==> config.mk <==
export PLATFORM = sky130hd
export DESIGN_NAME = uart_txrx
export DESIGN_NICKNAME = d
export VERILOG_FILES = /design/src/rtl/uart_pkg.sv /design/src/rtl/uart_baud_gen.sv /design/src/rtl/uart_txrx.sv
export SDC_FILE = /design/constraint.sdc
export NUM_CORES = 1
export LEC_CHECK = 0
export BUFFER_PORTS_ARGS = -buffer_cell sky130_fd_sc_hd__buf_2
export CAP_MARGIN = 20
export CELL_PAD_IN_SITES_DETAIL_PLACEMENT = 1
export CELL_PAD_IN_SITES_GLOBAL_PLACEMENT = 1
export CORE_ASPECT_RATIO = 1.4
export CORE_UTILIZATION = 42
export CTS_CLUSTER_DIAMETER = 30
export DETAILED_ROUTE_END_ITERATION = 16
export PLACE_DENSITY = 0.76
export SYNTH_ARGS = -nofsm -noshare
export SYNTH_HDL_FRONTEND = slang
export SYNTH_SLANG_ARGS = --single-unit
==> constraint.sdc <==
create_clock -name clk -period 4.6 [get_ports clk]
set_clock_uncertainty 0.1 [all_clocks]
set_input_delay 0 -clock clk [delete_from_list [all_inputs] [get_ports clk]]
set_output_delay 0 -clock clk [all_outputs]
set_load 0.02 [all_outputs]
==> src/rtl/uart_pkg.sv <==
// Shared types and helpers for the uart_txrx full-duplex 8N1 UART.
package uart_pkg;

    localparam int unsigned DATA_W = 8;

    typedef enum logic [1:0] {
        TX_IDLE  = 2'd0,
        TX_START = 2'd1,
        TX_DATA  = 2'd2,
        TX_DONE  = 2'd3
    } tx_state_t;

    typedef enum logic [1:0] {
        RX_IDLE = 2'd0,
        RX_DATA = 2'd1,
        RX_STOP = 2'd2,
        RX_DONE = 2'd3
    } rx_state_t;

    typedef struct packed {
        logic [31:0] clkcount;
        logic [31:0] half;
    } baud_div_t;

    // clkcount is one bit time in clk cycles; uclk toggles every half of it.
    function automatic baud_div_t calc_baud_div(input int unsigned clk_freq,
                                                input int unsigned baud_rate);
        baud_div_t div;
        div.clkcount = 32'(clk_freq / baud_rate);
        div.half     = div.clkcount / 32'd2;
        return div;
    endfunction

endpackage

==> src/rtl/uart_baud_gen.sv <==
// Baud generator: free-running uclk at the bit rate plus a one-cycle tick on each uclk rise.
module uart_baud_gen
    import uart_pkg::*;
#(
    parameter int unsigned clk_freq  = 1000000,
    parameter int unsigned baud_rate = 9600
) (
    input  logic clk,
    input  logic rst,
    output logic uclk,
    output logic tick
);

    localparam baud_div_t   DIV   = calc_baud_div(clk_freq, baud_rate);
    localparam int unsigned HALF  = (DIV.half < 32'd1) ? 1 : int'(DIV.half);
    localparam int unsigned CNT_W = (HALF < 2) ? 1 : $clog2(HALF);

    logic [CNT_W-1:0] cnt;

    // Counting 0..HALF-1 makes each uclk phase HALF cycles, so a full period is clkcount.
    always_ff @(posedge clk or negedge rst) begin
        if (!rst) begin
            cnt  <= '0;
            uclk <= 1'b0;
            tick <= 1'b0;
        end else if (cnt == CNT_W'(HALF - 1)) begin
            cnt  <= '0;
            uclk <= ~uclk;
            tick <= ~uclk;
        end else begin
            cnt  <= cnt + CNT_W'(1);
            tick <= 1'b0;
        end
    end

endmodule

==> src/rtl/uart_txrx.sv <==
// Full-duplex 8N1 UART with independent TX/RX baud generators.
// Optional RX stop-bit check enabled by defining UART_RX_STOP_CHECK_EN.
module uart_txrx
    import uart_pkg::*;
#(
    parameter int unsigned clk_freq  = 1000000,
    parameter int unsigned baud_rate = 9600
) (
    input  logic              clk,
    input  logic              rst,
    input  logic              rx,
    input  logic [DATA_W-1:0] dintx,
    input  logic              newd,
    output logic              tx,
    output logic [DATA_W-1:0] doutrx,
    output logic              donetx,
    output logic              donerx
);

    logic utx_uclk, utx_tick;
    logic rtx_uclk, rtx_tick;

    uart_baud_gen #(.clk_freq(clk_freq), .baud_rate(baud_rate)) utx (
        .clk  (clk),
        .rst  (rst),
        .uclk (utx_uclk),
        .tick (utx_tick)
    );

    uart_baud_gen #(.clk_freq(clk_freq), .baud_rate(baud_rate)) rtx (
        .clk  (clk),
        .rst  (rst),
        .uclk (rtx_uclk),
        .tick (rtx_tick)
    );

    // ---------------- TX ----------------
    tx_state_t         tx_state, tx_state_nxt;
    logic [DATA_W-1:0] tx_data, tx_data_nxt;
    logic [3:0]        tx_cnt, tx_cnt_nxt;
    logic              tx_nxt, donetx_nxt;

    always_ff @(posedge clk or negedge rst) begin
        if (!rst) begin
            tx_state <= TX_IDLE;
            tx_data  <= '0;
            tx_cnt   <= '0;
            tx       <= 1'b1;
            donetx   <= 1'b0;
        end else begin
            tx_state <= tx_state_nxt;
            tx_data  <= tx_data_nxt;
            tx_cnt   <= tx_cnt_nxt;
            tx       <= tx_nxt;
            donetx   <= donetx_nxt;
        end
    end

    always_comb begin
        tx_state_nxt = tx_state;
        tx_data_nxt  = tx_data;
        tx_cnt_nxt   = tx_cnt;
        tx_nxt       = tx;
        donetx_nxt   = donetx;
        if (utx_tick) begin
            case (tx_state)
                TX_IDLE: begin
                    tx_nxt = 1'b1;
                    if (newd) begin
                        tx_data_nxt  = dintx;
                        tx_nxt       = 1'b0;
                        tx_state_nxt = TX_START;
                    end
                end
                TX_START: begin
                    tx_nxt       = tx_data[0];
                    tx_cnt_nxt   = 4'd1;
                    tx_state_nxt = TX_DATA;
                end
                TX_DATA: begin
                    // tx_cnt == 8 means all data bits are out: emit the stop bit.
                    if (tx_cnt == 4'd8) begin
                        tx_nxt       = 1'b1;
                        donetx_nxt   = 1'b1;
                        tx_state_nxt = TX_DONE;
                    end else begin
                        tx_nxt     = tx_data[tx_cnt[2:0]];
                        tx_cnt_nxt = tx_cnt + 4'd1;
                    end
                end
                TX_DONE: begin
                    donetx_nxt   = 1'b0;
                    tx_state_nxt = TX_IDLE;
                end
                default: tx_state_nxt = TX_IDLE;
            endcase
        end
    end

    // ---------------- RX ----------------
    rx_state_t         rx_state, rx_state_nxt;
    logic [2:0]        rx_cnt, rx_cnt_nxt;
    logic [DATA_W-1:0] doutrx_nxt;
    logic              donerx_nxt;

    always_ff @(posedge clk or negedge rst) begin
        if (!rst) begin
            rx_state <= RX_IDLE;
            rx_cnt   <= '0;
            doutrx   <= '0;
            donerx   <= 1'b0;
        end else begin
            rx_state <= rx_state_nxt;
            rx_cnt   <= rx_cnt_nxt;
            doutrx   <= doutrx_nxt;
            donerx   <= donerx_nxt;
        end
    end

    always_comb begin
        rx_state_nxt = rx_state;
        rx_cnt_nxt   = rx_cnt;
        doutrx_nxt   = doutrx;
        donerx_nxt   = donerx;
        if (rtx_tick) begin
            case (rx_state)
                RX_IDLE: begin
                    if (!rx) begin
                        rx_cnt_nxt   = 3'd0;
                        rx_state_nxt = RX_DATA;
                    end
                end
                RX_DATA: begin
                    doutrx_nxt = {rx, doutrx[DATA_W-1:1]};
                    rx_cnt_nxt = rx_cnt + 3'd1;
                    if (rx_cnt == 3'd7) begin
`ifdef UART_RX_STOP_CHECK_EN
                        rx_state_nxt = RX_STOP;
`else
                        donerx_nxt   = 1'b1;
                        rx_state_nxt = RX_DONE;
`endif
                    end
                end
                RX_STOP: begin
                    // A low stop bit is a framing error: drop the frame silently.
                    if (rx) begin
                        donerx_nxt   = 1'b1;
                        rx_state_nxt = RX_DONE;
                    end else begin
                        rx_state_nxt = RX_IDLE;
                    end
                end
                RX_DONE: begin
                    donerx_nxt   = 1'b0;
                    rx_state_nxt = RX_IDLE;
                end
                default: rx_state_nxt = RX_IDLE;
            endcase
        end
    end

endmodule

# == Word-level counts from Yosys, hierarchy flattened ==
# Index checks and enable logic that the tools add are counted.
# classes
reduce_logical,16
n_bitwise,2
muxes,25
n_lt_le_gt_ge,1
add_sub_neg,4
n_eq_ne,16
# op_table
operator,count
AND reduction 3 bit,6
one-hot mux 2 bit (4 select lines),2
adder 6 x 1 -> 6 bit (second input constant),2
== test 6 bit (second input constant),2
two-way mux 6 bit,2
inequality test 2 bit (second input constant),6
two-way mux 2 bit,5
== test 2 bit (second input constant),4
two-way mux 1 bit,8
one-hot mux 4 bit (2 select lines),1
one-hot mux 1 bit (3 select lines),2
one-hot mux 3 bit (2 select lines),1
nonzero test 2 bit,3
nonzero test 3 bit,2
adder 4 x 1 -> 4 bit (second input constant),1
== test 2 x 1 -> 1 bit (second input constant),2
== test 4 bit (second input constant),1
zero test 2 bit,2
less-than comparator 3 x 4 -> 1 bit (second input constant),1
two-way mux 4 bit,1
AND reduction 2 bit,2
AND reduction 4 bit,1
adder 3 x 1 -> 3 bit (second input constant),1
binary-select mux 1 bit (select 3 bit),1
4 further kinds,5
# word_totals
reg_bits,46
out_inout_bits,11
word_cells,79

# == Depth between registers and ports, before layout ==
# Gate-level depths: netlist (run 1).
# logic_depth
ltp_word,4
mapped_depth,7

# == Cells and area by module ==
# Synthesis (run 1) repeated with hierarchy kept, for this count alone.
# hier_totals
hier_cells,182
hier_area_um2,2222.1
# modules_own_cells
mod,cells_each,area_each_um2,n_inst,seq_area_each_um2
uart_txrx,122,1491.4,1,752.0
uart_baud_gen,30,365.4,2,200.2

# == Worst setup path after synthesis (run 1) ==
# OpenSTA, ideal clock, no wires.
# synth_path
path_kind,register -> register
from,reg tx_cnt[1]
to,reg tx_state[0]
n_path_buf,1
stages_incl_launch_ff,8
path_slack_ns,3.053
setup_ns,0.083
arrival_ns,1.364
cell_sequence,dfrtp_1 -> clkbuf_2 -> inv_1 -> ha_1 -> nand3b_1 -> a221oi_4 -> o21ai_0 -> o21ai_0
# synth_via
elab_chain_len,3
# synth_lines
item,line,rtl
"start, declared",uart_txrx.sv:40,"logic [3:0] tx_cnt, tx_cnt_nxt;"
"start signal, assigned",uart_txrx.sv:53,tx_cnt <= tx_cnt_nxt;
== test 4 bit,uart_txrx.sv:82,if (tx_cnt == 4'd8) begin
inequality test 2 bit (no line),n/a,
AND reduction 3 bit (no line),n/a,
"end signal, assigned",uart_txrx.sv:51,tx_state <= tx_state_nxt;
"end, declared",uart_txrx.sv:38,"tx_state_t tx_state, tx_state_nxt;"
# No other way between the ends.
# A chain may end at the register's enable or synchronous reset.

# == Worst setup path in the final report (run 1) ==
# layout_path
from,reg tx_state[0]
to,reg tx_cnt[2]
# layout_via
elab_chain_len,3
word_cells_on_any_way,6
cone_classes,3 x eq/ne; 1 x mux; 2 x reduce/logical
# layout_lines
item,line,rtl
== test 2 bit or == test 2 x 1 -> 1 bit (tied branches),uart_txrx.sv:66,case (tx_state)
inequality test 2 bit (no line) or nonzero test 2 bit (tied branches),n/a,
AND reduction 3 bit (no line),n/a,
# Several ways; a longest one is shown, not always the timed one.

==> results.json, run 1 <==
{
  "crit_fanout": 10,
  "yosysTopAreaCell": "dfrtp_1",
  "io_pins": 23,
  "ctsHoldBuffers": 10,
  "crit_family": "compound AO/OA/AOI/OAI gates",
  "fin_crit_sh_pct": 38.7,
  "initial_core_util_pct": 44.0,
  "drive_above_1_share_pct": 23.2,
  "num_vias": 1535,
  "htreeDepth": 2,
  "r2r_start": "tx_state[0]",
  "critPathSlowestCell": "ha_1",
  "clk_path_buf_depth": 2,
  "ir_drop_mv": 0.172,
  "grt_overflow": 0,
  "synth_cell_types": 36,
  "r2r_end": "tx_cnt[2]",
  "fin_crit_ns": 1.78,
  "cts_tree": "built",
  "gp_congestion": 0.752,
  "p_clk_share_pct": 37.2,
  "nets": 243,
  "maxSlewHeadroom_pct": 69.0,
  "seq_area_frac_synth_pct": 53.2,
  "clk_pin_slew_ns": 0.09,
  "grt_pass1_wl_um": 8040,
  "synth_area_leaders": "dfrtp_1, mux2_2, ha_1, a21oi_1, o21ai_0",
  "route.met3.wl_um": 89,
  "rows": 30,
  "cp.depth": 4,
  "cp_cell_sequence": "inv_1 -> ha_1 -> o21ai_0 -> a22o_1",
  "synth_cells": 183,
  "r2r_slack_ns": 2.82,
  "grt_pass1_vias": 1728,
  "route.met2.wl_um": 2560,
  "tightest_slew_ns": 0.460,
  "fill_cells": 526,
  "cts_sinks": 46,
  "cts_resized": 0,
  "switching_share_pct": 21.4,
  "cpPeakStageDelay_ns": 0.43,
  "path_buf_inv": 1,
  "hold_viol": 0,
  "antenna_found_initial": 0,
  "syn_area_per_cell_sq_um": 11.8,
  "clk_latency_ns": 0.29,
  "wirelength_um": 4660,
  "drt_iter0_markers": 113,
  "p_per_area_nw_per_um2": 268,
  "cts_root_buf": "clkbuf_8",
  "p_total_mw": 0.684,
  "wl_met1_um": 1920,
  "syn_nets": 207,
  "layout.area.seq_sq_um": 1150,
  "top_layer": "met4",
  "die_h_um": 87.0,
  "avgViaCountPerCell": 5.40,
  "endpoint_kind": "flip-flop",
  "finalSetupViolCount": 0,
  "required_ns": 4.69,
  "ys_ff_latch": 46,
  "coreArea_sq_um": 4920,
  "hpwl_um": 3390,
  "drv_cap": 0,
  "hold_path_class": "in -> async",
  "cts_inserted_buffers": 5,
  "start_kind": "flip-flop",
  "cp_data_arrival_time_ns": 1.87,
  "post-cts-setup-buffer-count": 0,
  "synth.cell_area_sq_um": 2170,
  "status": "finished, final reports clean",
  "r2r_cells": 4,
  "ys_warn_count": 0,
  "die_area_sq_um": 5450,
  "setup_tns_ns": 0,
  "p_sw_mw": 0.146,
  "p_seq_share_pct": 59.2,
  "rsz0062_at_grt": "false",
  "multi_input_area_sq_um": 966,
  "power_frac_comb_pct": 3.7,
  "worstSetupPathType": "reg -> reg",
  "total_leakage_power_nw": 1.23,
  "first_pass_iters": 4,
  "grt_usage_pct": 19.2,
  "area_growth_pct": 17.7,
  "antennaDiodeCount": 0,
  "final_antenna_net_count": 0,
  "drc_errors": 0,
  "p_int_mw": 0.538,
  "grt_max_degree": 47,
  "numPortBuffers": 22,
  "synth_top_area_share_pct": 52.0,
  "max_freq_mhz": 562,
  "die_width_um": 62.7,
  "wire_per_inst_um": 16.4,
  "slew_viol_final": 0
}
-- cells in the final DEF, fill, tap and decap left out, types with 6 or more instances in the layout --
| cell type | instances |
|---|---|
| a21oi_1 | 14 |
| buf_2 | 22 |
| clkbuf_8 | 6 |
| dfrtp_1 | 45 |
| dlygate4sd3_1 | 10 |
| ha_1 | 12 |
| inv_1 | 8 |
| mux2_2 | 16 |
| nand2_1 | 11 |
| nand3_1 | 8 |
| nor2_1 | 8 |
| o21ai_0 | 14 |
-- per-stage QoR --
stage,worst slack (ns),instances,instance area [sq um],util [%],hold slack [ns]
2_1_floorplan,3.05,183,2170,-,-0.396
3_3_place_gp,2.95,265,2340,47.6,0.109
3_5_place_dp,2.82,265,2340,47.6,0.138
4_1_cts,2.82,283,2530,51.5,0.0425
5_1_grt,2.69,284,2550,51.9,0.00877
6_report,2.82,284,2550,51.9,0.00274
-- worst max path at each step --
stage                            from          end
after floorplan             tx_cnt[1]  tx_state[0]
after global placement    tx_state[0]   tx_data[0]
after detailed placement  tx_state[0]    tx_cnt[2]
after CTS                 tx_state[0]    tx_cnt[2]
after global routing        tx_cnt[1]  tx_state[0]
final                     tx_state[0]    tx_cnt[2]
-- power by group through the flow --
stage | Sequential (mW) | Clock, mW | Combinational (mW)
2_1_floorplan | 0.413 | 0 | 0.00187
3_3_place_gp | 0.413 | 0 | 0.0159
3_5_place_dp | 0.413 | 0 | 0.0169
4_1_cts | 0.405 | 0.264 | 0.0236
5_1_grt | 0.405 | 0.282 | 0.0278
6_report | 0.405 | 0.254 | 0.0251
-- sequential cells by signal (all words and copies together), names as in the netlist --
signal and count:
rtx.cnt 6, utx.tick 1, tx_cnt 4, tx_state 2, tx_data 8, doutrx 8, tx 1, rtx.tick 1
donetx 1, rx_state 2, donerx 1, utx.uclk 1, utx.cnt 6, rx_cnt 3, rtx.uclk 1
-- cell families (layout without fill, tap and decap cells) --
logic type / Yosys count / count (layout) / synth area share, %
DFF: 46 / 46 / 53.2
and+or+nand+nor: 46 / 46 / 11.8
adders and majority gates: 12 / 12 / 6.93
buffers and inverters: 12 / 49 / 2.20
muxes: 20 / 20 / 10.9
AOI/OAI and AO/OA: 41 / 41 / 12.5
xor gates and xnor gates: 6 / 6 / 2.43
-- synth_stat cells (all sizes together) --
| library cell | count |
|---|---|
| dfrtp | 45 |
| mux2 | 16 |
| a21oi | 14 |
| o21ai | 14 |
| ha | 12 |
| nand2 | 12 |
| inv | 8 |
| nand3 | 8 |
| nor2 | 8 |
| nor2b | 4 |
| a22o | 3 |
| a32o | 3 |
| clkbuf | 3 |
| mux2i | 3 |
| nand2b | 3 |
| nand3b | 3 |
| xnor2 | 3 |
| xor2 | 3 |
| nand4 | 2 |
| nor3 | 2 |
| a2111oi | 1 |
| a21o | 1 |
| a221oi | 1 |
| a22oi | 1 |
| and2b | 1 |
| and3 | 1 |
| buf | 1 |
| dfstp | 1 |
| mux4 | 1 |
| nor3b | 1 |
| nor4b | 1 |
| o2111ai | 1 |
| o21a | 1 |
| o31ai | 1 |
-- metal layers --
layer | vias to the layer above | track usage, %
met4 | 0 | 10.8
met3 | 8 | 2.75
met5 | - | 0
met2 | 21 | 34.8
li1 | 723 | -
met1 | 783 | 21.5
-- cell type report --
class / count / share of cell area [%]
inverters: 8 / 1.18
multi-input cells: 125 / 37.9
repair buffers: 33 / 9.03
well taps: 64 / 3.14
clock buffers: 7 / 3.39
clock inverters: 1 / 0.196
flip-flops and latches: 46 / 45.2
(Power assumes the default switching activity.)
==> run 2: changes to the inputs <==
PLACE_DENSITY = 0.79   (was 0.76)
clock period = 1.59 ns   (was 4.6 ns; I/O delays follow)
==> run 2 against run 1 <==
- non-clock buffer count up 14
- sequential share of layout area down 3.2 points
- combinational power rose to 2.9 times the previous value
- register-to-register slack worse by 2.8 ns
- utilization up 3.9 points
- flip-flop and latch count unchanged
- critical endpoint is now tx_cnt[1]
- largest power group unchanged
==> results.json, run 2 (same netlist as run 1, synthesis figures left out) <==
{
  "area_growth_pct": 26.6,
  "setup_tns_ns": 0,
  "hold_ws_ns": 0.0647,
  "grt_max_degree": 47,
  "rsz0062_at_grt": "true",
  "die_area_sq_um": 5450,
  "maxSlewHeadroom_pct": 77.8,
  "cp_cell_sequence": "inv_2 -> ha_4 -> nand3b_1 -> buf_4 -> nand3_2 -> o21ai_1 -> a22o_1",
  "final_cell_mix": "dfrtp_1, buf_2, mux2_2",
  "hpwl_um": 3220,
  "start_kind": "flip-flop",
  "crit_family": "flip-flops",
  "worstSetupPathType": "reg -> reg",
  "status": "finished, final reports clean",
  "hold_path_class": "in -> reg",
  "avgViaCountPerCell": 5.26,
  "r2r_end": "tx_cnt[1]",
  "total_leakage_power_nw": 1.32,
  "cp.depth": 7,
  "cp-startpoint": "tx_cnt[1]",
  "die_width_um": 62.7,
  "drive_above_1_share_pct": 32.5,
  "endpoint_kind": "flip-flop",
  "ir_drop_mv": 0.761,
  "fin_crit_sh_pct": 96.7,
  "tightest_slew_ns": 0.331,
  "path_buf_inv": 2,
  "crit_fanout": 4,
  "p_per_area_nw_per_um2": 763,
  "num_vias": 1567,
  "initial_core_util_pct": 44.0,
  "cpPeakStageDelay_ns": 0.41,
  "clk_latency_ns": 0.30,
  "crit_end": "tx_cnt[1]",
  "io_pins": 23,
  "stdcell_count": 298,
  "drt_iter0_markers": 44,
  "antennaDiodeCount": 0,
  "clk_pin_slew_ns": 0.09,
  "place_inst": 277,
  "grt_usage_pct": 18.7,
  "grt_pass1_wl_um": 7960,
  "r2r_start": "tx_cnt[1]",
  "cts_sinks": 46,
  "setup_ws_ns": 0.0531,
  "cts_root_buf": "clkbuf_8",
  "htreeDepth": 2,
  "first_pass_iters": 4,
  "final_common_cell": "dfrtp_1",
  "grt_overflow": 0,
  "antenna_found_initial": 0,
  "fin_crit_ns": 1.54,
  "cts_inserted_buffers": 5,
  "place_ws_ns": -0.0270,
  "drv_cap": 0,
  "r2r_slack_ns": 0.05,
  "hold_viol": 0,
  "max_freq_mhz": 651,
  "cts_tree": "built",
  "coreArea_sq_um": 4920,
  "nets": 257,
  "numPortBuffers": 22,
  "grt_pass1_vias": 1792,
  "critPathSlowestCell": "dfrtp_1",
  "clk_path_buf_depth": 2,
  "gp_congestion": 0.754,
  "top_regs": "doutrx (8), tx_data (8)",
  "required_ns": 1.68,
  "finalSetupViolCount": 0,
  "r2r_cells": 7,
  "cp_data_arrival_time_ns": 1.63,
  "wire_per_inst_um": 15.3,
  "wirelength_um": 4570,
  "die_h_um": 87.0,
  "slew_viol_final": 0,
  "drc_errors": 0,
  "rows": 30,
  "final_antenna_net_count": 0
}
-- run 2: tightest hold or removal path: cells and delay by family --
family / cells / cell delay [ns]
AOI/OAI and AO/OA: 2 / 0.27
buffers and inverters: 2 / 0.19
-- run 2: worst min path at each step --
stage | from | end | slack [ns] | cells past startpoint
final | newd | tx | 0.06 | 4
after global routing | newd | tx | 0.08 | 4
after CTS | newd | tx | 0.006 | 4
after detailed placement | rst | tx_data[4] | -0.1 | 2
after global placement | rst | tx_data[5] | -0.1 | 2
after floorplan | rst | donerx | -0.40 | 0
-- run 2: routing by layer --
| layer | vias to the layer above | share of wire, % | track usage, % |
|---|---|---|---|
| li1 | 748 | - | - |
| met5 | - | 0 | 0 |
| met2 | 25 | 54 | 36.2 |
| met1 | 787 | 42 | 20.3 |
| met3 | 7 | 2.4 | 3.40 |
| met4 | 0 | 1.8 | 6.13 |
-- run 2: what timing repair did --
action | 4_1_cts | 5_1_grt
resized for setup | 6 | 15
setup endpoints to repair | 12 | 16
endpoints found under the hold margin | 56 | 0
hold buffers | 10 | 0
buffers inserted | 4 | 0
pin swaps | 1 | 5
cloned | 0 | 0
-- run 2: cell type report --
type	instances	area, sq um
fill	512	2180
inverter	8	30.0
timing repair buffer	47	348
sequential	46	1150
multi-input combinational	125	1020
clock inverter	1	30.0
tap	64	80.1
clock buffer	7	76.3
-- run 2: stage by stage --
stage | total power, mW | utilization, % | instance area [sq um]
3_3_place_gp | 1.25 | 49.9 | 2450
5_1_grt | 2.17 | 55.8 | 2740
6_report | 2.09 | 55.8 | 2740
4_1_cts | 2.13 | 54.8 | 2700
3_5_place_dp | 1.25 | 49.9 | 2450
2_1_floorplan | 1.20 | - | 2170
-- run 2: power by group --
group / switching, mW / internal, mW / total (mW)
Sequential: 0.000960 / 1.17 / 1.17
Clock: 0.377 / 0.470 / 0.847
Combinational: 0.0381 / 0.0342 / 0.0723
==> run 3: changes to the inputs <==
PLACE_DENSITY = 0.78   (was 0.79)
SYNTH_HIERARCHICAL = 1   (was default)
==> run 3 against run 2 <==
- the run now ends with negative setup slack left
- die area increased by 2.5%
- sequential share of layout area decreased by 0.62 points
- via count decreased by 0.13%
- combinational power decreased by 4.8%
- worst setup slack got worse by 0.096 ns
==> results.json, run 3 <==
{
  "status": "finished with violations",
  "failed_checks": "negative setup slack",
  "wirelength_um": 4610,
  "drt_iter0_markers": 48,
  "synth_top_area_share_pct": 50.7,
  "grt_overflow": 0,
  "synth_edf_count": 0,
  "top_regs": "doutrx (8), tx_data (8)",
  "setup_ws_ns": -0.0427,
  "clk_path_buf_depth": 2,
  "coreArea_sq_um": 5120,
  "area_growth_pct": 25.2,
  "numPortBuffers": 22,
  "clk_latency_ns": 0.30,
  "layout.area.seq_sq_um": 1150,
  "maxSlewHeadroom_pct": 61.3,
  "required_ns": 1.68,
  "total_leakage_power_nw": 1.34,
  "io_pins": 23,
  "endpoint_kind": "flip-flop",
  "crit_family": "compound AO/OA/AOI/OAI gates",
  "fin_crit_ns": 1.63,
  "synth_cell_types": 43,
  "final_antenna_net_count": 0,
  "worstSetupPathType": "reg -> reg",
  "cts_tree": "built",
  "cp_cell_sequence": "inv_2 -> ha_4 -> nand2_2 -> o21a_4 -> a211oi_4 -> mux2_4",
  "ys_warn_count": 6,
  "final_common_cell": "dfrtp_1",
  "die_area_sq_um": 5590,
  "clk_pin_slew_ns": 0.08,
  "grt_pass1_wl_um": 7660,
  "final_cell_mix": "dfrtp_1, buf_2, buf_4",
  "die_h_um": 88.1,
  "hold_viol": 0,
  "cts_sinks": 46,
  "multi_input_area_sq_um": 1010,
  "fin_crit_sh_pct": 103,
  "hold_path_class": "in -> async",
  "rows": 31,
  "p_total_mw": 2.10,
  "place_ws_ns": -0.0287,
  "async_flop_share_pct": 100,
  "yosysMostFrequentCell": "dfrtp_1",
  "ir_drop_mv": 0.512,
  "synth.cell_area_sq_um": 2220,
  "antenna_found_initial": 0,
  "num_vias": 1565,
  "die_width_um": 63.5,
  "yosys_most_used_dff": "dfrtp_1",
  "synth_cells": 182,
  "finalSetupViolCount": 2,
  "cp_data_arrival_time_ns": 1.73,
  "synth_area_leaders": "dfrtp_1, mux2_2, ha_1, inv_1, a21oi_1",
  "antennaDiodeCount": 0,
  "syn_nets": 206,
  "p_per_area_nw_per_um2": 755,
  "drv_cap": 0,
  "nets": 259,
  "critPathSlowestCell": "dfrtp_1",
  "cts_inserted_buffers": 5,
  "initial_core_util_pct": 43.4,
  "cpPeakStageDelay_ns": 0.39,
  "drive_above_1_share_pct": 35.6,
  "grt_max_degree": 47,
  "path_buf_inv": 1,
  "hpwl_um": 3430,
  "slew_viol_final": 0,
  "grt_pass1_vias": 1685,
  "first_pass_iters": 4,
  "rsz0062_at_grt": "true",
  "ys_ff_latch": 46,
  "tightest_slew_ns": 0.580,
  "syn_area_per_cell_sq_um": 12.2,
  "seq_area_frac_synth_pct": 51.9,
  "drc_errors": 0,
  "crit_fanout": 2,
  "fill_cells": 560,
  "htreeDepth": 2,
  "yosysTopAreaCell": "dfrtp_1",
  "gp_congestion": 0.788,
  "wire_per_inst_um": 15.3,
  "start_kind": "flip-flop",
  "cts_root_buf": "clkbuf_8",
  "synth_common_cells": "dfrtp_1, mux2_2, inv_1",
  "grt_usage_pct": 18.6,
  "avgViaCountPerCell": 5.18,
  "max_freq_mhz": 612,
  "setup_tns_ns": -0.0594
}
==> run 3: cell types whose count changed after synthesis, moves of 3 or more <==
cell	delta
inv_1	+5
nor2_1	-3
o21ai_0	-5
nand2_1	-6
nand3b_1	-3
a21oi_1	-5
==> run 3: worst paths after layout <==
kind	endpoint	startpoint	slack (ns)	depth (start not counted)
setup / recovery	tx_state[1]	tx_cnt[0]	-0.04	6
hold / removal	tx_data[3]	rst	0.22	3
setup reg to reg	tx_state[1]	tx_cnt[0]	-0.04	6
hold reg to reg	utx/tick	utx/uclk	0.36	1
max in group asynchronous	rx_cnt[2]	rst	0.78	3
min in group clk	tx_data[7]	dintx[7]	0.36	3
==> run 3: logic make-up (layout without fill, tap and decap cells) <==
family / after synthesis / after routing / synth area share [%]
simple gates: 39 / 39 / 11.9
mux: 20 / 20 / 10.5
fa+ha+maj: 12 / 12 / 6.76
compound gates: 40 / 40 / 12.8
flops: 46 / 46 / 51.9
xor+xnor: 6 / 6 / 2.36
buf+inv: 19 / 73 / 3.72
==> run 3: where the power goes <==
part / internal (mW) / total (mW) / switching (mW)
combinational: 0.0319 / 0.0688 / 0.0369
sequential: 1.17 / 1.17 / 0.000855
clock: 0.463 / 0.860 / 0.398
total: 1.66 / 2.10 / 0.435
==> run 3: what timing repair did <==
item | CTS | global route
gates resized for setup | 1 | 3
gates cloned | 0 | 0
buffers inserted | 2 | 0
setup endpoints to repair | 7 | 14
hold buffers | 11 | 0
endpoints found under the hold margin | 57 | 0
==> run 3: area by class of cell <==
class,count,area share [%]
timing repair buffer,52,13.5
sequential,46,41.4
tap,66,2.97
multi-input combinational,117,36.4
clock buffer,5,2.47
clock inverter,3,1.44
inverter,13,1.84
==> run 3: metal layers <==
metal | up-vias | part of all wire (%) | global-route usage (%)
met1 | 780 | 41 | 19.0
li1 | 756 | - | -
met4 | 0 | 2.6 | 11.8
met2 | 21 | 54 | 34.6
met5 | - | 0 | 0
met3 | 8 | 2.6 | 3.26
==> run 3: worst register-to-register path: stages, from the launching register on <==
cell and delay (ns):
dfrtp_1 0.39, inv_2 0.09, ha_4 0.14, nand2_2 0.06, o21a_4 0.23, a211oi_4 0.19
mux2_4 0.32
==> run 3: through the flow <==
stage / hold slack, ns / utilization [%] / std cells / instance area, sq um
2_1_floorplan: -0.396 / - / 182 / 2250
3_3_place_gp: 0.0275 / 49.6 / 281 / 2540
3_5_place_dp: 0.0252 / 49.6 / 281 / 2540
4_1_cts: 0.231 / 54.2 / 302 / 2770
5_1_grt: 0.306 / 54.4 / 302 / 2780
6_report: 0.223 / 54.4 / 302 / 2780
